--- src/rtl/serial_pkg.sv ---
// serial_pkg: shared constants and FSM state types for the serial UART endpoint.
//   DATA_BITS  - payload bits per UART frame
//   tx_state_t - transmitter states (idle, start bit, data bits, stop bit)
//   rx_state_t - receiver states (idle, start bit, data bits, stop bit)
package serial_pkg;

    localparam int unsigned DATA_BITS = 8;

    typedef enum logic [1:0] {
        TX_IDLE,
        TX_START,
        TX_DATA,
        TX_STOP
    } tx_state_t;

    typedef enum logic [1:0] {
        RX_IDLE,
        RX_START,
        RX_DATA,
        RX_STOP
    } rx_state_t;

endpackage

--- src/rtl/sync_fifo.sv ---
// sync_fifo: single-clock show-ahead FIFO.
//   clock, reset (async, active-low)
//   push, push_data : write request; ignored while full
//   pop             : read request; ignored while empty
//   head            : oldest entry, '0 while empty
//   empty, full     : status from registered pointers only
// Pointers carry one extra wrap bit so full and empty are distinguishable.
module sync_fifo #(
    parameter int unsigned WIDTH = 8,
    parameter int unsigned DEPTH = 8
) (
    input  logic             clock,
    input  logic             reset,
    input  logic             push,
    input  logic [WIDTH-1:0] push_data,
    input  logic             pop,
    output logic [WIDTH-1:0] head,
    output logic             empty,
    output logic             full
);

    localparam int unsigned AW = $clog2(DEPTH);

    logic [AW:0]      wr_ptr;
    logic [AW:0]      rd_ptr;
    logic [WIDTH-1:0] mem [DEPTH];
    logic             do_push;
    logic             do_pop;

    assign empty   = (wr_ptr == rd_ptr);
    assign full    = (wr_ptr[AW] != rd_ptr[AW]) && (wr_ptr[AW-1:0] == rd_ptr[AW-1:0]);
    assign do_push = push && !full;
    assign do_pop  = pop && !empty;
    assign head    = empty ? '0 : mem[rd_ptr[AW-1:0]];

    always_ff @(posedge clock or negedge reset) begin
        if (!reset) begin
            wr_ptr <= '0;
            rd_ptr <= '0;
        end else begin
            if (do_push) wr_ptr <= wr_ptr + 1'b1;
            if (do_pop)  rd_ptr <= rd_ptr + 1'b1;
        end
    end

    always_ff @(posedge clock) begin
        if (do_push) mem[wr_ptr[AW-1:0]] <= push_data;
    end

endmodule

--- src/rtl/serial_uart_endpoint.sv ---
// serial_uart_endpoint: processor serial port <-> 8N1 UART bridge.
//   clock, reset (async, active-low)
//   serial_out/serial_wren_out : processor write into TX queue
//   serial_ready_in            : TX queue not full
//   serial_rden_out            : pop RX queue head
//   serial_in/serial_valid_in  : RX queue head (show-ahead) and not-empty
//   uart_rxd / uart_txd        : UART pins, idle high
//   tx_overflow, rx_overflow   : sticky drop flags
//   rx_frame_err               : one-cycle pulse on a zero stop bit
// Build option: define SERIAL_LOOPBACK_EN to feed the receiver from the
// internal transmit line; uart_txd then stays high and uart_rxd is ignored.
module serial_uart_endpoint
    import serial_pkg::*;
#(
    parameter int unsigned CLKS_PER_BIT = 434,
    parameter int unsigned FIFO_DEPTH   = 8
) (
    input  logic                 clock,
    input  logic                 reset,
    input  logic [DATA_BITS-1:0] serial_out,
    input  logic                 serial_wren_out,
    input  logic                 serial_rden_out,
    output logic [DATA_BITS-1:0] serial_in,
    output logic                 serial_valid_in,
    output logic                 serial_ready_in,
    input  logic                 uart_rxd,
    output logic                 uart_txd,
    output logic                 tx_overflow,
    output logic                 rx_overflow,
    output logic                 rx_frame_err
);

    localparam int unsigned    CW       = $clog2(CLKS_PER_BIT);
    localparam logic [CW-1:0]  CNT_LAST = CW'(CLKS_PER_BIT - 1);
    localparam logic [CW-1:0]  CNT_HALF = CW'(CLKS_PER_BIT / 2 - 1);

    // ---------------- transmit ----------------
    logic                 tx_empty;
    logic                 tx_full;
    logic                 tx_pop;
    logic [DATA_BITS-1:0] tx_head;
    tx_state_t            tx_state;
    logic [CW-1:0]        tx_cnt;
    logic [2:0]           tx_idx;
    logic [DATA_BITS-1:0] tx_shift;
    logic                 tx_line;
    logic                 tx_bit_end;

    sync_fifo #(.WIDTH(DATA_BITS), .DEPTH(FIFO_DEPTH)) u_tx_fifo (
        .clock     (clock),
        .reset     (reset),
        .push      (serial_wren_out),
        .push_data (serial_out),
        .pop       (tx_pop),
        .head      (tx_head),
        .empty     (tx_empty),
        .full      (tx_full)
    );

    assign serial_ready_in = !tx_full;
    assign tx_bit_end      = (tx_cnt == CNT_LAST);

    // Popping at the end of the stop bit chains frames with no idle gap.
    always_comb begin
        tx_pop = !tx_empty && ((tx_state == TX_IDLE) || (tx_state == TX_STOP && tx_bit_end));
    end

    always_ff @(posedge clock or negedge reset) begin
        if (!reset) begin
            tx_state    <= TX_IDLE;
            tx_cnt      <= '0;
            tx_idx      <= '0;
            tx_shift    <= '0;
            tx_line     <= 1'b1;
            tx_overflow <= 1'b0;
        end else begin
            if (serial_wren_out && tx_full) tx_overflow <= 1'b1;
            if (tx_pop) begin
                tx_shift <= tx_head;
                tx_line  <= 1'b0;
                tx_cnt   <= '0;
                tx_state <= TX_START;
            end else begin
                case (tx_state)
                    TX_IDLE: tx_line <= 1'b1;
                    TX_START: begin
                        if (tx_bit_end) begin
                            tx_cnt   <= '0;
                            tx_idx   <= '0;
                            tx_line  <= tx_shift[0];
                            tx_state <= TX_DATA;
                        end else begin
                            tx_cnt <= tx_cnt + 1'b1;
                        end
                    end
                    TX_DATA: begin
                        if (tx_bit_end) begin
                            tx_cnt <= '0;
                            if (tx_idx == 3'd7) begin
                                tx_line  <= 1'b1;
                                tx_state <= TX_STOP;
                            end else begin
                                tx_line  <= tx_shift[1];
                                tx_shift <= {1'b0, tx_shift[DATA_BITS-1:1]};
                                tx_idx   <= tx_idx + 1'b1;
                            end
                        end else begin
                            tx_cnt <= tx_cnt + 1'b1;
                        end
                    end
                    TX_STOP: begin
                        if (tx_bit_end) begin
                            tx_cnt   <= '0;
                            tx_line  <= 1'b1;
                            tx_state <= TX_IDLE;
                        end else begin
                            tx_cnt <= tx_cnt + 1'b1;
                        end
                    end
                    default: tx_state <= TX_IDLE;
                endcase
            end
        end
    end

    // ---------------- line selection ----------------
    logic rx_src;
`ifdef SERIAL_LOOPBACK_EN
    assign rx_src   = tx_line;
    assign uart_txd = 1'b1;
`else
    assign rx_src   = uart_rxd;
    assign uart_txd = tx_line;
`endif

    // ---------------- receive ----------------
    logic                 rx_s1;
    logic                 rx_s2;
    rx_state_t            rx_state;
    logic [CW-1:0]        rx_cnt;
    logic [2:0]           rx_idx;
    logic [DATA_BITS-1:0] rx_shift;
    logic                 rx_empty;
    logic                 rx_full;
    logic                 rx_push;
    logic                 rx_bit_end;

    assign rx_bit_end = (rx_cnt == CNT_LAST);

    always_comb begin
        rx_push = (rx_state == RX_STOP) && rx_bit_end && rx_s2;
    end

    sync_fifo #(.WIDTH(DATA_BITS), .DEPTH(FIFO_DEPTH)) u_rx_fifo (
        .clock     (clock),
        .reset     (reset),
        .push      (rx_push),
        .push_data (rx_shift),
        .pop       (serial_rden_out),
        .head      (serial_in),
        .empty     (rx_empty),
        .full      (rx_full)
    );

    assign serial_valid_in = !rx_empty;

    // After the half-bit wait in START every later sample lands mid-bit.
    always_ff @(posedge clock or negedge reset) begin
        if (!reset) begin
            rx_s1        <= 1'b1;
            rx_s2        <= 1'b1;
            rx_state     <= RX_IDLE;
            rx_cnt       <= '0;
            rx_idx       <= '0;
            rx_shift     <= '0;
            rx_overflow  <= 1'b0;
            rx_frame_err <= 1'b0;
        end else begin
            rx_s1        <= rx_src;
            rx_s2        <= rx_s1;
            rx_frame_err <= 1'b0;
            case (rx_state)
                RX_IDLE: begin
                    rx_cnt <= '0;
                    if (!rx_s2) rx_state <= RX_START;
                end
                RX_START: begin
                    if (rx_cnt == CNT_HALF) begin
                        rx_cnt   <= '0;
                        rx_idx   <= '0;
                        rx_state <= rx_s2 ? RX_IDLE : RX_DATA;
                    end else begin
                        rx_cnt <= rx_cnt + 1'b1;
                    end
                end
                RX_DATA: begin
                    if (rx_bit_end) begin
                        rx_cnt   <= '0;
                        rx_shift <= {rx_s2, rx_shift[DATA_BITS-1:1]};
                        if (rx_idx == 3'd7) rx_state <= RX_STOP;
                        else                rx_idx   <= rx_idx + 1'b1;
                    end else begin
                        rx_cnt <= rx_cnt + 1'b1;
                    end
                end
                RX_STOP: begin
                    if (rx_bit_end) begin
                        rx_cnt   <= '0;
                        rx_state <= RX_IDLE;
                        if (rx_s2 && rx_full) rx_overflow  <= 1'b1;
                        if (!rx_s2)           rx_frame_err <= 1'b1;
                    end else begin
                        rx_cnt <= rx_cnt + 1'b1;
                    end
                end
                default: rx_state <= RX_IDLE;
            endcase
        end
    end

endmodule

--- config.mk ---
export PLATFORM = sky130hd
export DESIGN_NAME = serial_uart_endpoint
export DESIGN_NICKNAME = d
export VERILOG_FILES = /design/src/rtl/serial_pkg.sv /design/src/rtl/sync_fifo.sv /design/src/rtl/serial_uart_endpoint.sv
export SDC_FILE = /design/constraint.sdc
export NUM_CORES = 1
export LEC_CHECK = 0
export CORE_ASPECT_RATIO = 1.4
export CORE_MARGIN = 3
export CORE_UTILIZATION = 35
export CTS_CLUSTER_SIZE = 16
export DETAILED_ROUTE_END_ITERATION = 12
export GPL_ROUTABILITY_DRIVEN = 1
export PLACE_DENSITY_LB_ADDON = 0.1
export SLEW_MARGIN = 20
export SYNTH_ARGS = -nofsm -noshare
export SYNTH_HDL_FRONTEND = slang
export SYNTH_HIERARCHICAL = 1
export SYNTH_SLANG_ARGS = --single-unit
--- constraint.sdc ---
create_clock -name clock -period 2.6 [get_ports clock]
set_clock_uncertainty 0.1 [all_clocks]
set_input_delay 0.26 -clock clock [delete_from_list [all_inputs] [get_ports clock]]
set_output_delay 0.26 -clock clock [all_outputs]
set_load 0.01 [all_outputs]
# Word level (Yosys, flattened, before mapping)
# Memories as Yosys holds them, arrays and structs flattened.
# Index checks and enable logic that the tools add are counted.
[totals]
register_bits = 66
ram_bits = 128
in_bits = 13
output_inout_bits = 14
elab_cells = 141
mem_count = 2
[op_classes]
n_addsub = 8
n_eq_ne = 31
n_mux = 46
n_bitwise = 1
reduce_logical = 35
[memory_table]
columns = ["memory", "words", "word_bits", "rd", "rd_ports_with_merged_regs", "wr", "line", "rtl"]
rows = [
  ["u_rx_fifo.mem", 8, 8, 1, 0, 1, "sync_fifo.sv:26", "logic [WIDTH-1:0] mem [DEPTH];"],
  ["u_tx_fifo.mem", 8, 8, 1, 0, 1, "sync_fifo.sv:26", ""],
]
[ops]
columns = ["operator", "count"]
rows = [
  ["8-bit two-way mux", 6],
  ["9-bit two-way mux", 5],
  ["9-bit case mux with 3 select lines", 1],
  ["2-bit two-way mux", 11],
  ["9-bit by 1-bit adder with 9-bit output, second input constant", 2],
  ["9-bit equality test, second input constant", 2],
  ["3-bit two-way mux", 6],
  ["2-bit != test, second input constant", 9],
  ["4-bit by 1-bit adder with 4-bit output, second input constant", 4],
  ["5-bit AND reduction", 3],
  ["1-bit logical AND", 12],
  ["1-bit two-way mux", 12],
  ["3-bit by 2-bit != test with 1-bit output, second input constant", 4],
  ["3-bit case mux with 2 select lines", 2],
  ["2-bit nonzero test", 5],
  ["9-bit by 8-bit equality test with 1-bit output, second input constant", 1],
  ["3-bit AND reduction", 3],
  ["2-bit equality test, second input constant", 4],
  ["4-bit equality test", 2],
  ["2-bit case mux with 4 select lines", 1],
  ["3-bit by 1-bit adder with 3-bit output, second input constant", 2],
  ["3-bit equality test", 2],
  ["3-bit equality test, second input constant", 2],
  ["2-bit case mux with 3 select lines", 1],
  ["13 further kinds", 19],
]

# Longest topological paths before layout
# Gate-level depths: netlist (run 1).
[depth]
word_depth = 6
mapped_depth = 10

# Modules after synthesis
# Netlist (run 1), hierarchy kept.
[modules_own_cells]
columns = ["mod", "instances", "cells_each", "area_per_inst_um2", "seq_area_each_um2"]
rows = [
  ["sync_fifo at u_rx_fifo", 1, 193, 3144.3, 2122.0],
  ["sync_fifo at u_tx_fifo", 1, 190, 3133.0, 2122.0],
  ["serial_uart_endpoint", 1, 218, 2552.4, 1255.0],
]

# Worst setup path after synthesis (run 1)
# OpenSTA, ideal clock, no wires.
[synth_path]
path_type = "flip-flop to flip-flop"
startpoint = "reg rx_cnt[1]"
endpoint = "mem u_rx_fifo.mem[4][0], enable pin"
t_arrival_ns = 2.178
path_slack_ns = -0.073
path_stages_with_launch = 8
path_buffers = 0
path_cell_list = "dfrtp_1 inv_1 ha_1 and4b_1 and2_1 and4_1 nand2_1 nor4_1"
[synth_between]
elab_chain_cells = 6
[synth_lines]
columns = ["item", "line", "rtl"]
rows = [
  ["from (decl)", "serial_uart_endpoint.sv:140", "logic [CW-1:0] rx_cnt;"],
  ["from (signal assigned)", "serial_uart_endpoint.sv:193", "rx_cnt <= rx_cnt + 1'b1;"],
  ["from (signal assigned)", "serial_uart_endpoint.sv:203", "rx_cnt <= rx_cnt + 1'b1;"],
  ["from (signal assigned)", "serial_uart_endpoint.sv:213", "rx_cnt <= rx_cnt + 1'b1;"],
  ["9-bit equality test", "serial_uart_endpoint.sv:148", "assign rx_bit_end = (rx_cnt == CNT_LAST);"],
  ["1-bit logical AND (2 in a row)", "serial_uart_endpoint.sv:151", "rx_push = (rx_state == RX_STOP) && rx_bit_end && rx_s2;"],
  ["named net rx_push", "serial_uart_endpoint.sv:145", "logic rx_push;"],
  ["1-bit logical AND", "sync_fifo.sv:32", "assign do_push = push && !full;"],
  ["1-bit two-way mux", "sync_fifo.sv:47", "if (do_push) mem[wr_ptr[AW-1:0]] <= push_data;"],
  ["1-bit two-way mux (implied by the code)", "sync_fifo.sv:47", ""],
  ["to (decl)", "sync_fifo.sv:26", ""],
]
# The timed path passes the listed nets, and every way through them passes these cells.

# Worst setup path after layout (run 1)
[layout_path]
startpoint = "reg u_rx_fifo.rd_ptr[1]"
endpoint = "out serial_valid_in"
[layout_between]
elab_chain_cells = 2
[layout_lines]
columns = ["item", "line", "rtl"]
rows = [
  ["from (decl)", "sync_fifo.sv:25", "logic [AW:0] rd_ptr;"],
  ["from (signal assigned)", "sync_fifo.sv:42", "if (do_pop) rd_ptr <= rd_ptr + 1'b1;"],
  ["4-bit equality test", "sync_fifo.sv:30", "assign empty = (wr_ptr == rd_ptr);"],
  ["named net rx_empty", "serial_uart_endpoint.sv:143", "logic rx_empty;"],
  ["1-bit zero test", "serial_uart_endpoint.sv:165", "assign serial_valid_in = !rx_empty;"],
  ["to (decl)", "serial_uart_endpoint.sv:24", "output logic serial_valid_in,"],
]
# The timed path passes the listed nets, and every way through them passes these cells.

==> results.py, run 1 <==
metrics = {
    "sta": {
        "relSlewSlack_pct": 52.1,
        "maxSlewViolCount": 0,
        "rsz0062_at_grt": "false",
        "fin_hold_ws_ns": 0.138,
        "worst_slack_ns": 0.119,
        "period_needed_ns": 2.48,
        "worst_slew_pin_slew_ns": 0.718,
        "min_period_over_period_pct": 95.4,
        "hold_violations": 0,
        "setup_violations": 0,
        "fmax_ghz": 0.403,
    },
    "placed_design": {
        "numPortBuffers": 26,
        "dp_slack_ns": 0.160,
        "detailed_place_hpwl_mm": 13.0,
        "gp_congestion": 0.730,
        "place_area_um2": 9760,
    },
    "detailed_routing": {
        "postRouteAntennaNets": 0,
        "first_iter_violations": 260,
        "num_vias": 5058,
        "dr.pass1.iters": 4,
        "drc_errors": 0,
        "wl_per_cell_um": 18.6,
        "wirelength_mm": 18.6,
        "vias_per_cell": 5.04,
    },
    "clock_network": {
        "clockBufferDepth": 2,
        "clk-insertion-delay-late_ns": 0.43,
        "cts_made_buffers": 17,
        "cts_root_buf": "clkbuf_16",
        "cts_tree": "done",
        "clk_pin_slew_worst_paths_ns": 0.07,
        "htreeDepth": 4,
        "cts.sinks": 194,
    },
    "setup_path": {
        "critPathLaunchType": "register",
        "reg2reg_from": "tx_cnt[3]$_DFFE_PN0P_",
        "slowest_delay_ns": 0.49,
        "end_kind": "output port",
        "cp_max_fo": 9,
        "reg2reg_to": "u_tx_fifo/rd_ptr[3]$_DFFE_PN0P_",
        "ff2ff_path_depth": 6,
        "crit_top_cell": "inv_1",
        "cp.required_ns": 2.24,
        "path_delay_family": "buffers and inverters",
        "cp_slowest_cell": "dfrtp_2",
        "r2r_slack_ns": 0.19,
        "worstPathArrival_ns": 2.12,
        "crit_type": "reg2out",
        "worstPathCellList": "xnor2_2 > nand4_1 > buf_4 > inv_1 > inv_1 > clkdlybuf4s50_1",
        "cp.buffers_inverters": 4,
    },
    "floorplan": {
        "die_width_um": 140,
        "rows": 68,
        "die_h_um": 194,
        "num_io_pins": 27,
        "die-area_um2": 27200,
        "start_util_pct": 35.7,
        "core_region_area_um2": 24800,
    },
    "job": {
        "maxCapViolCount": 0,
    },
    "pwr": {
        "leakage_nw": 3.96,
        "seq_power_share_pct": 41.3,
        "p_sw_share_pct": 32.1,
        "internal-power_mw": 6.42,
        "vdd_ir_drop_max_uv": 504,
        "p_comb_share_pct": 30.1,
        "power_switching_mw": 3.04,
        "p_clk_share_pct": 28.7,
        "p_per_area_nw_per_um2": 897,
    },
    "synthesis": {
        "avgSynthCellArea_um2": 14.7,
        "synth_area_leaders": "edfxtp_1 (44%), dfrtp_1 (18%), mux2i_1 (7.5%)",
        "ys_ff_latch": 194,
        "synth.distinct_cells": 62,
        "synth-edff-count": 128,
        "synth_warnings": 6,
        "synth_top_area_share_pct": 43.5,
        "seq_area_frac_synth_pct": 62.3,
        "synth_top_flop_cell": "edfxtp_1",
        "syn_area_um2": 8830,
        "syn_inst": 601,
        "synth_top_area_cell": "edfxtp_1",
        "synth_nets": 632,
        "synthArstFlopShare_pct": 34.0,
    },
    "grt": {
        "grt_use_total_pct": 14.1,
        "grt-ovfl-total": 0,
        "antenna_found_initial": 0,
        "grt_max_degree": 36,
        "grt_pass1_wl_mm": 29.5,
        "first_global_vias": 5337,
    },
    "finish": {
        "final_layout_size_suffix_gt1_share_pct": 22.8,
        "fin_nets": 706,
        "areaGrowthSynthToFinish_pct": 19.3,
        "nFillCells": 2275,
        "register_area_um2": 5510,
        "antenna_cells": 0,
        "multiInputGateArea_um2": 3220,
        "design_area_um2": 10500,
    },
    "worst_hold_path": {
        "hold_path.class": "in2reg",
        "min_from": "uart_rxd",
        "holdPathEnd": "rx_s1$_DFF_PN1_",
        "min_path_cells": 1,
    },
    "run_status": {
        "outcome": "finished clean",
    },
}
metrics by stage:
step	total power [mW]	TNS (ns)	std cells	util [%]
after floorplan	5.86	0	601	-
after global placement	6.81	0	964	39.4
after detailed placement	6.86	0	964	39.4
after CTS	9.63	-0.0313	1003	42.4
after global routing	10.0	0	1003	42.6
final	9.45	0	1003	42.6
Yosys cell counts, types with 3 or more instances:
cell type	number
dfstp_2	3
xor2_2	6
o41ai_4	4
nor3_1	5
inv_1	15
a41oi_1	4
xor2_1	15
mux2_1	11
edfxtp_1	128
a311o_1	3
nand2_1	21
mux2i_1	66
a21oi_1	4
nand2b_1	5
mux2_2	18
nor2b_1	9
ha_1	18
a22oi_1	32
xnor2_1	13
dfrtp_1	63
clkbuf_1	3
and3_1	21
nor2_1	27
buf_2	16
mux2_4	3
nor4_1	4
buf_1	6
nor4b_1	5
and2_1	3
nand3_1	12
nand4_1	13
flip-flops by register name (all words and copies together) (netlist names), named ones only:
signal            cells
rx_frame_err          1
tx_cnt                9
u_tx_fifo/mem        64
tx_shift              8
rx_overflow           1
rx_state              1
tx_idx                3
u_tx_fifo/rd_ptr      4
u_rx_fifo/mem        64
u_tx_fifo/wr_ptr      4
rx_cnt                9
rx_shift              8
u_rx_fifo/rd_ptr      4
rx_s2                 1
tx_overflow           1
rx_s1                 1
rx_idx                3
u_rx_fifo/wr_ptr      4
tx_state              2
uart_txd              1
worst max path at each step:
stage,slack [ns],cells after the start,startpoint,endpoint
after global routing,0.009,6,u_rx_fifo/rd_ptr[1]$_DFFE_PN0P_,serial_valid_in
after CTS,-0.01,5,u_rx_fifo/rd_ptr[1]$_DFFE_PN0P_,serial_in[4]
after detailed placement,0.16,9,rx_cnt[1]$_DFF_PN0_,u_rx_fifo/mem[0][0]$_DFFE_PP_
final,0.12,6,u_rx_fifo/rd_ptr[1]$_DFFE_PN0P_,serial_valid_in
after global placement,0.20,9,rx_cnt[1]$_DFF_PN0_,u_rx_fifo/mem[0][4]$_DFFE_PP_
after floorplan,0.10,4,u_tx_fifo/rd_ptr[0]$_DFFE_PN0P_,u_tx_fifo/mem[5][0]$_DFFE_PP_
timing repair:
action | CTS | global route
resized for setup | 13 | 11
hold endpoints to repair | 24 | 0
buffers inserted | 5 | 0
hold buffers | 1 | 0
gates cloned | 1 | 0
endpoints found under the setup margin | 10 | 14
pin swaps | 3 | 2
power groups by stage:
| stage | combinational (mW) | clock (mW) | sequential, mW |
|---|---|---|---|
| 2_1_floorplan | 1.98 | 0 | 3.88 |
| 3_3_place_gp | 2.85 | 0 | 3.95 |
| 3_5_place_dp | 2.90 | 0 | 3.96 |
| 4_1_cts | 2.92 | 2.80 | 3.90 |
| 5_1_grt | 3.12 | 2.95 | 3.95 |
| 6_report | 2.84 | 2.71 | 3.90 |
cell families after synthesis:
family                   share of synthesized area [%]
AO/OA/AOI/OAI                                     7.91
adder cells (fa/ha/maj)                           2.55
AND/OR/NAND/NOR                                   9.05
XOR/XNOR                                          4.25
buffers and inverters                             2.27
flip-flops                                        62.3
multiplexers                                      11.7
metal layers:
metal / share of wire (%) / track usage, % / vias up
li1: - / - / 2427
met1: 40 / 15.7 / 2534
met2: 56 / 26.2 / 73
met3: 2.4 / 2.54 / 24
met5: 0 / 0 / -
met4: 2.4 / 5.39 / 0
placed cells by master (no fill, tap or decap), types with 6 or more instances in the layout:
cell type,n
edfxtp_1,128
mux2i_1,64
dfrtp_1,58
buf_4,52
a22oi_1,31
nor2_1,27
and3_1,21
nand2_1,21
mux2_2,18
ha_1,18
clkbuf_16,17
clkdlybuf4s50_1,16
inv_1,15
xor2_1,15
nand4_1,13
nand3_1,12
xnor2_1,11
mux2_1,11
nor2b_1,8
dlymetal6s2s_1,6
xor2_2,6
layout make-up:
type / count / share of cell area (%)
multi-input combinational: 364 / 30.6
tap: 315 / 3.74
clock inverter: 15 / 1.82
clock buffer: 17 / 4.04
sequential: 194 / 52.2
timing repair buffer: 83 / 7.08
inverter: 15 / 0.534
Power figures use the tool's default switching activity.
==> inputs of run 2 (changes only) <==
--- a/config.mk
+++ b/config.mk
@@ -7,10 +7,11 @@
 export LEC_CHECK = 0
 export CORE_ASPECT_RATIO = 1.4
 export CORE_MARGIN = 3
-export CORE_UTILIZATION = 35
+export CORE_UTILIZATION = 55
 export CTS_CLUSTER_SIZE = 16
 export DETAILED_ROUTE_END_ITERATION = 12
 export GPL_ROUTABILITY_DRIVEN = 1
+export GPL_TIMING_DRIVEN = 0
 export PLACE_DENSITY_LB_ADDON = 0.1
 export SLEW_MARGIN = 20
 export SYNTH_ARGS = -nofsm -noshare
==> results.py, run 2 (synthesis gave the netlist of run 1 again) <==
metrics = {
    "detailed_routing": {
        "drc_errors": 0,
        "first_iter_violations": 274,
        "postRouteAntennaNets": 0,
        "dr.pass1.iters": 4,
        "vias_per_cell": 5.97,
        "wirelength_mm": 17.1,
        "wl_per_cell_um": 19.5,
        "num_vias": 5234,
    },
    "sta": {
        "setup_tns_ns": 0,
        "fmax_ghz": 0.391,
        "maxSlewViolCount": 0,
        "setup_violations": 0,
        "worst_slew_pin_slew_ns": 0.847,
        "fin_hold_ws_ns": 0.120,
        "rsz0062_at_grt": "true",
        "relSlewSlack_pct": 43.3,
        "min_period_over_period_pct": 98.2,
        "period_needed_ns": 2.55,
        "hold_violations": 0,
    },
    "clock_network": {
        "cts_root_buf": "clkbuf_16",
        "clockBufferDepth": 2,
        "cts_made_buffers": 17,
        "clk_pin_slew_worst_paths_ns": 0.07,
        "clk-insertion-delay-late_ns": 0.43,
        "cts_tree": "done",
        "cts.sinks": 194,
        "htreeDepth": 4,
    },
    "setup_path": {
        "critPathLaunchType": "register",
        "reg2reg_to": "u_tx_fifo/mem[2][2]$_DFFE_PP_",
        "reg2reg_from": "u_tx_fifo/rd_ptr[1]$_DFFE_PN0P_",
        "crit_path_end": "u_tx_fifo/mem[2][2]$_DFFE_PP_",
        "worstPathArrival_ns": 2.59,
        "end_kind": "register",
        "crit_type": "reg2reg",
        "critPathLaunch": "u_tx_fifo/rd_ptr[1]$_DFFE_PN0P_",
        "ff2ff_path_depth": 6,
        "r2r_slack_ns": 0.05,
        "cp.required_ns": 2.63,
        "cp_max_fo": 9,
    },
    "pwr": {
        "leakage_nw": 3.90,
        "p_per_area_nw_per_um2": 890,
        "vdd_ir_drop_max_uv": 551,
    },
    "placed_design": {
        "place_area_um2": 9460,
        "numPlacedInstances": 831,
        "numPortBuffers": 26,
        "detailed_place_hpwl_mm": 11.4,
        "gp_congestion": 0.759,
    },
    "finish": {
        "final_layout_size_suffix_gt1_share_pct": 22.5,
        "areaGrowthSynthToFinish_pct": 18.6,
        "fin_nets": 699,
        "utilization_pct": 66.8,
        "final_common_cell": "edfxtp_1",
        "layout_common_cells": "edfxtp_1 (128), mux2i_1 (66), dfrtp_1 (63)",
        "nFillCells": 1119,
        "design_area_um2": 10500,
        "antenna_cells": 0,
        "stdcell_count": 877,
    },
    "floorplan": {
        "die-area_um2": 17600,
        "die_h_um": 156,
        "core_region_area_um2": 15700,
        "die_width_um": 113,
        "rows": 54,
        "start_util_pct": 56.3,
        "num_io_pins": 27,
    },
    "grt": {
        "grt_use_total_pct": 20.0,
        "grt_pass1_wl_mm": 27.3,
        "grt_max_degree": 55,
        "antenna_found_initial": 0,
        "grt-ovfl-total": 0,
        "first_global_vias": 5311,
    },
    "run_status": {
        "outcome": "finished clean",
    },
    "job": {
        "maxCapViolCount": 0,
    },
    "worst_hold_path": {
        "hold_path.class": "in2async",
    },
}
-- run 2: repair_timing --
action                                 4_1_cts  5_1_grt
setup endpoints to repair                   97       99
setup buffers                                6        9
hold buffers                                 1        0
pin swaps                                    5       11
endpoints found under the hold margin       64        0
resized for setup                           43       19
-- run 2: metrics by stage --
stage,power (mW),setup slack (ns)
6_report,9.32,0.0456
5_1_grt,9.79,-0.0537
4_1_cts,9.33,-0.0505
3_5_place_dp,6.60,-0.456
3_3_place_gp,6.42,-1.07
2_1_floorplan,5.86,0.100
-- run 2: worst min path at each step --
stage	start	depth (start not counted)	slack, ns	endpoint
after floorplan	reset	0	-0.14	asynchronous set/reset pin
after global placement	rx_s1$_DFF_PN1_	0	0.25	rx_s2$_DFF_PN1_
after detailed placement	reset	1	0.04	tx_idx[1]$_DFFE_PN0P_
after CTS	reset	2	0.10	tx_cnt[6]$_DFFE_PN0P_
after global routing	reset	2	0.13	tx_cnt[6]$_DFFE_PN0P_
final	reset	2	0.12	tx_cnt[6]$_DFFE_PN0P_
-- run 2: worst max-delay path: stages (launching register included) --
cell and delay, ns:
dfrtp_1 0.40, buf_6 0.16, xor2_2 0.38, nor4_4 0.10, buf_4 0.22, nor4b_2 0.58, buf_2 0.31
-- run 2: routing by layer --
metal | track usage [%] | routed length [um] | up-vias | part of all wire [%]
li1 | - | - | 2419 | -
met1 | 23.7 | 6820 | 2676 | 40
met2 | 36.1 | 9280 | 107 | 54
met3 | 3.84 | 578 | 32 | 3.4
met4 | 7.10 | 410 | 0 | 2.4
met5 | 0 | 0 | - | 0
-- run 2: where the power goes --
group / internal [mW] / switching [mW] / total, mW
Combinational: 1.21 / 1.66 / 2.86
Sequential: 3.66 / 0.199 / 3.86
Clock: 1.37 / 1.23 / 2.60
-- run 2: final cells by class --
cell class | instances | area [um^2] | share of cell area [%]
buffer | 26 | 180 | 1.72
clock buffer | 17 | 425 | 4.06
clock inverter | 15 | 169 | 1.61
inverter | 15 | 56.3 | 0.537
multi-input combinational | 364 | 3420 | 32.6
sequential | 194 | 5500 | 52.5
tap | 196 | 245 | 2.34
timing repair buffer | 50 | 484 | 4.62
==> inputs of run 3 (changes only) <==
--- a/config.mk
+++ b/config.mk
@@ -7,8 +7,8 @@
 export LEC_CHECK = 0
 export CORE_ASPECT_RATIO = 1.4
 export CORE_MARGIN = 3
-export CORE_UTILIZATION = 55
-export CTS_CLUSTER_SIZE = 16
+export CORE_UTILIZATION = 65
+export CTS_CLUSTER_SIZE = 30
 export DETAILED_ROUTE_END_ITERATION = 12
 export GPL_ROUTABILITY_DRIVEN = 1
 export GPL_TIMING_DRIVEN = 0
==> constraint.sdc (replaced) <==
create_clock -name clock -period 3.05 [get_ports clock]
set_clock_uncertainty 0.1 [all_clocks]
set_input_delay 0.305 -clock clock [delete_from_list [all_inputs] [get_ports clock]]
set_output_delay 0.305 -clock clock [all_outputs]
set_load 0.01 [all_outputs]
==> results.py, run 3 (synthesis gave the netlist of run 1 again) <==
metrics = {
    "clock_network": {
        "clockBufferDepth": 2,
        "cts.sinks": 194,
        "htreeDepth": 4,
        "cts_made_buffers": 17,
        "cts_root_buf": "clkbuf_16",
        "clk-insertion-delay-late_ns": 0.42,
        "cts_tree": "done",
        "clk_pin_slew_worst_paths_ns": 0.07,
    },
    "floorplan": {
        "core_region_area_um2": 13100,
        "start_util_pct": 67.6,
        "rows": 49,
        "die-area_um2": 15000,
        "num_io_pins": 27,
        "die_width_um": 105,
        "die_h_um": 144,
    },
    "pwr": {
        "p_per_area_nw_per_um2": 776,
        "p_sw_share_pct": 32.8,
        "leakage_nw": 3.72,
        "internal-power_mw": 5.25,
        "seq_power_share_pct": 42.3,
        "p_clk_share_pct": 28.9,
        "p_comb_share_pct": 28.8,
        "vdd_ir_drop_max_uv": 460,
        "power_switching_mw": 2.56,
    },
    "finish": {
        "areaGrowthSynthToFinish_pct": 13.9,
        "final_common_cell": "edfxtp_1",
        "nFillCells": 794,
        "antenna_cells": 0,
        "stdcell_count": 849,
        "register_area_um2": 5500,
        "fin_nets": 689,
        "multiInputGateArea_um2": 3200,
        "layout_common_cells": "edfxtp_1 (128), mux2i_1 (66), dfrtp_1 (63)",
        "utilization_pct": 77.0,
        "final_layout_size_suffix_gt1_share_pct": 18.3,
    },
    "sta": {
        "setup_violations": 0,
        "min_period_over_period_pct": 95.2,
        "fmax_ghz": 0.344,
        "worst_slew_pin_slew_ns": 0.818,
        "rsz0062_at_grt": "false",
        "fin_hold_ws_ns": 0.189,
        "relSlewSlack_pct": 45.3,
        "worst_slack_ns": 0.146,
        "setup_tns_ns": 0,
        "hold_violations": 0,
        "period_needed_ns": 2.90,
        "maxSlewViolCount": 0,
    },
    "grt": {
        "antenna_found_initial": 0,
        "grt-ovfl-total": 0,
        "grt_pass1_wl_mm": 26.4,
        "grt_use_total_pct": 22.5,
        "first_global_vias": 5223,
        "grt_max_degree": 39,
    },
    "setup_path": {
        "cp_slowest_cell": "nor4_4",
        "cp_max_fo": 10,
        "r2r_slack_ns": 0.23,
        "crit_type": "reg2out",
        "critPathLaunchType": "register",
        "worstPathCellList": "buf_2 > xor2_2 > nor4_4 > inv_1 > clkdlybuf4s50_1",
        "end_kind": "output port",
        "worstPathArrival_ns": 2.50,
        "slowest_delay_ns": 0.66,
        "cp.required_ns": 2.64,
    },
    "detailed_routing": {
        "num_vias": 5110,
        "drc_errors": 0,
        "first_iter_violations": 239,
        "vias_per_cell": 6.02,
        "postRouteAntennaNets": 0,
        "wirelength_mm": 15.9,
        "wl_per_cell_um": 18.7,
        "dr.pass1.iters": 5,
    },
    "worst_hold_path": {
        "hold_path.class": "in2reg",
    },
    "placed_design": {
        "dp_slack_ns": -0.119,
        "numPlacedInstances": 814,
        "detailed_place_hpwl_mm": 10.8,
        "gp_congestion": 0.878,
        "numPortBuffers": 26,
    },
    "job": {
        "maxCapViolCount": 0,
    },
    "run_status": {
        "outcome": "finished clean",
    },
}
run 3: per-stage QoR:
step	total power [mW]	area [um^2]
final	7.81	10100
after global placement	5.41	9310
after detailed placement	5.56	9430
after global routing	8.21	10100
after floorplan	5.00	8830
after CTS	7.83	10100
run 3: path summary, 6_finish.rpt:
path / from / to / cells past startpoint
worst min-delay path: uart_rxd / rx_s1$_DFF_PN1_ / 1
worst max-delay path: u_tx_fifo/rd_ptr[0]$_DFFE_PN0P_ / serial_ready_in / 5
worst max register to register: rx_cnt[1]$_DFF_PN0_ / u_rx_fifo/mem[3][3]$_DFFE_PP_ / 8
worst min register to register: rx_s1$_DFF_PN1_ / rx_s2$_DFF_PN1_ / 0
min in group asynchronous: reset / u_rx_fifo/rd_ptr[0]$_DFFE_PN0P_ / 2
max in group asynchronous: reset / uart_txd$_DFFE_PN1P_ / 3
run 3: area by class of cell:
cell class	count	area share (%)
timing repair buffer	38	3.41
inverter	15	0.560
sequential	194	54.7
multi-input combinational	364	31.8
tap	178	2.21
clock buffer	17	4.23
buffer	28	1.43
clock inverter	15	1.74
run 3: power groups by stage:
stage,Sequential (mW),Clock (mW),Combinational (mW)
after detailed placement,3.35,0,2.21
after global placement,3.34,0,2.07
after floorplan,3.31,0,1.69
after global routing,3.33,2.42,2.46
final,3.30,2.26,2.25
after CTS,3.30,2.29,2.24
run 3: worst max-delay path: cells and delay by family, from the launching register on:
| kind | cells | cell delay, ns |
|---|---|---|
| XOR/XNOR | 1 | 0.24 |
| flip-flops | 1 | 0.39 |
| AND/OR/NAND/NOR | 1 | 0.66 |
| buffers and inverters | 3 | 0.78 |
run 3: what timing repair did:
item / in CTS / in global routing
setup endpoints to repair: 16 / 5
resized for setup: 1 / 0
endpoints found under the hold margin: 26 / 0
hold buffers: 1 / 0
pin swaps: 1 / 1
setup buffers: 1 / 1
run 3: layer usage:
metal / up-vias / wire (um) / share of wire, % / GRT usage, %
met4: 0 / 144 / 0.91 / 6.23
met3: 16 / 526 / 3.3 / 4.72
met2: 130 / 8760 / 55 / 41.0
met1: 2563 / 6470 / 41 / 27.2
li1: 2401 / - / - / -
met5: - / 0 / 0 / 0
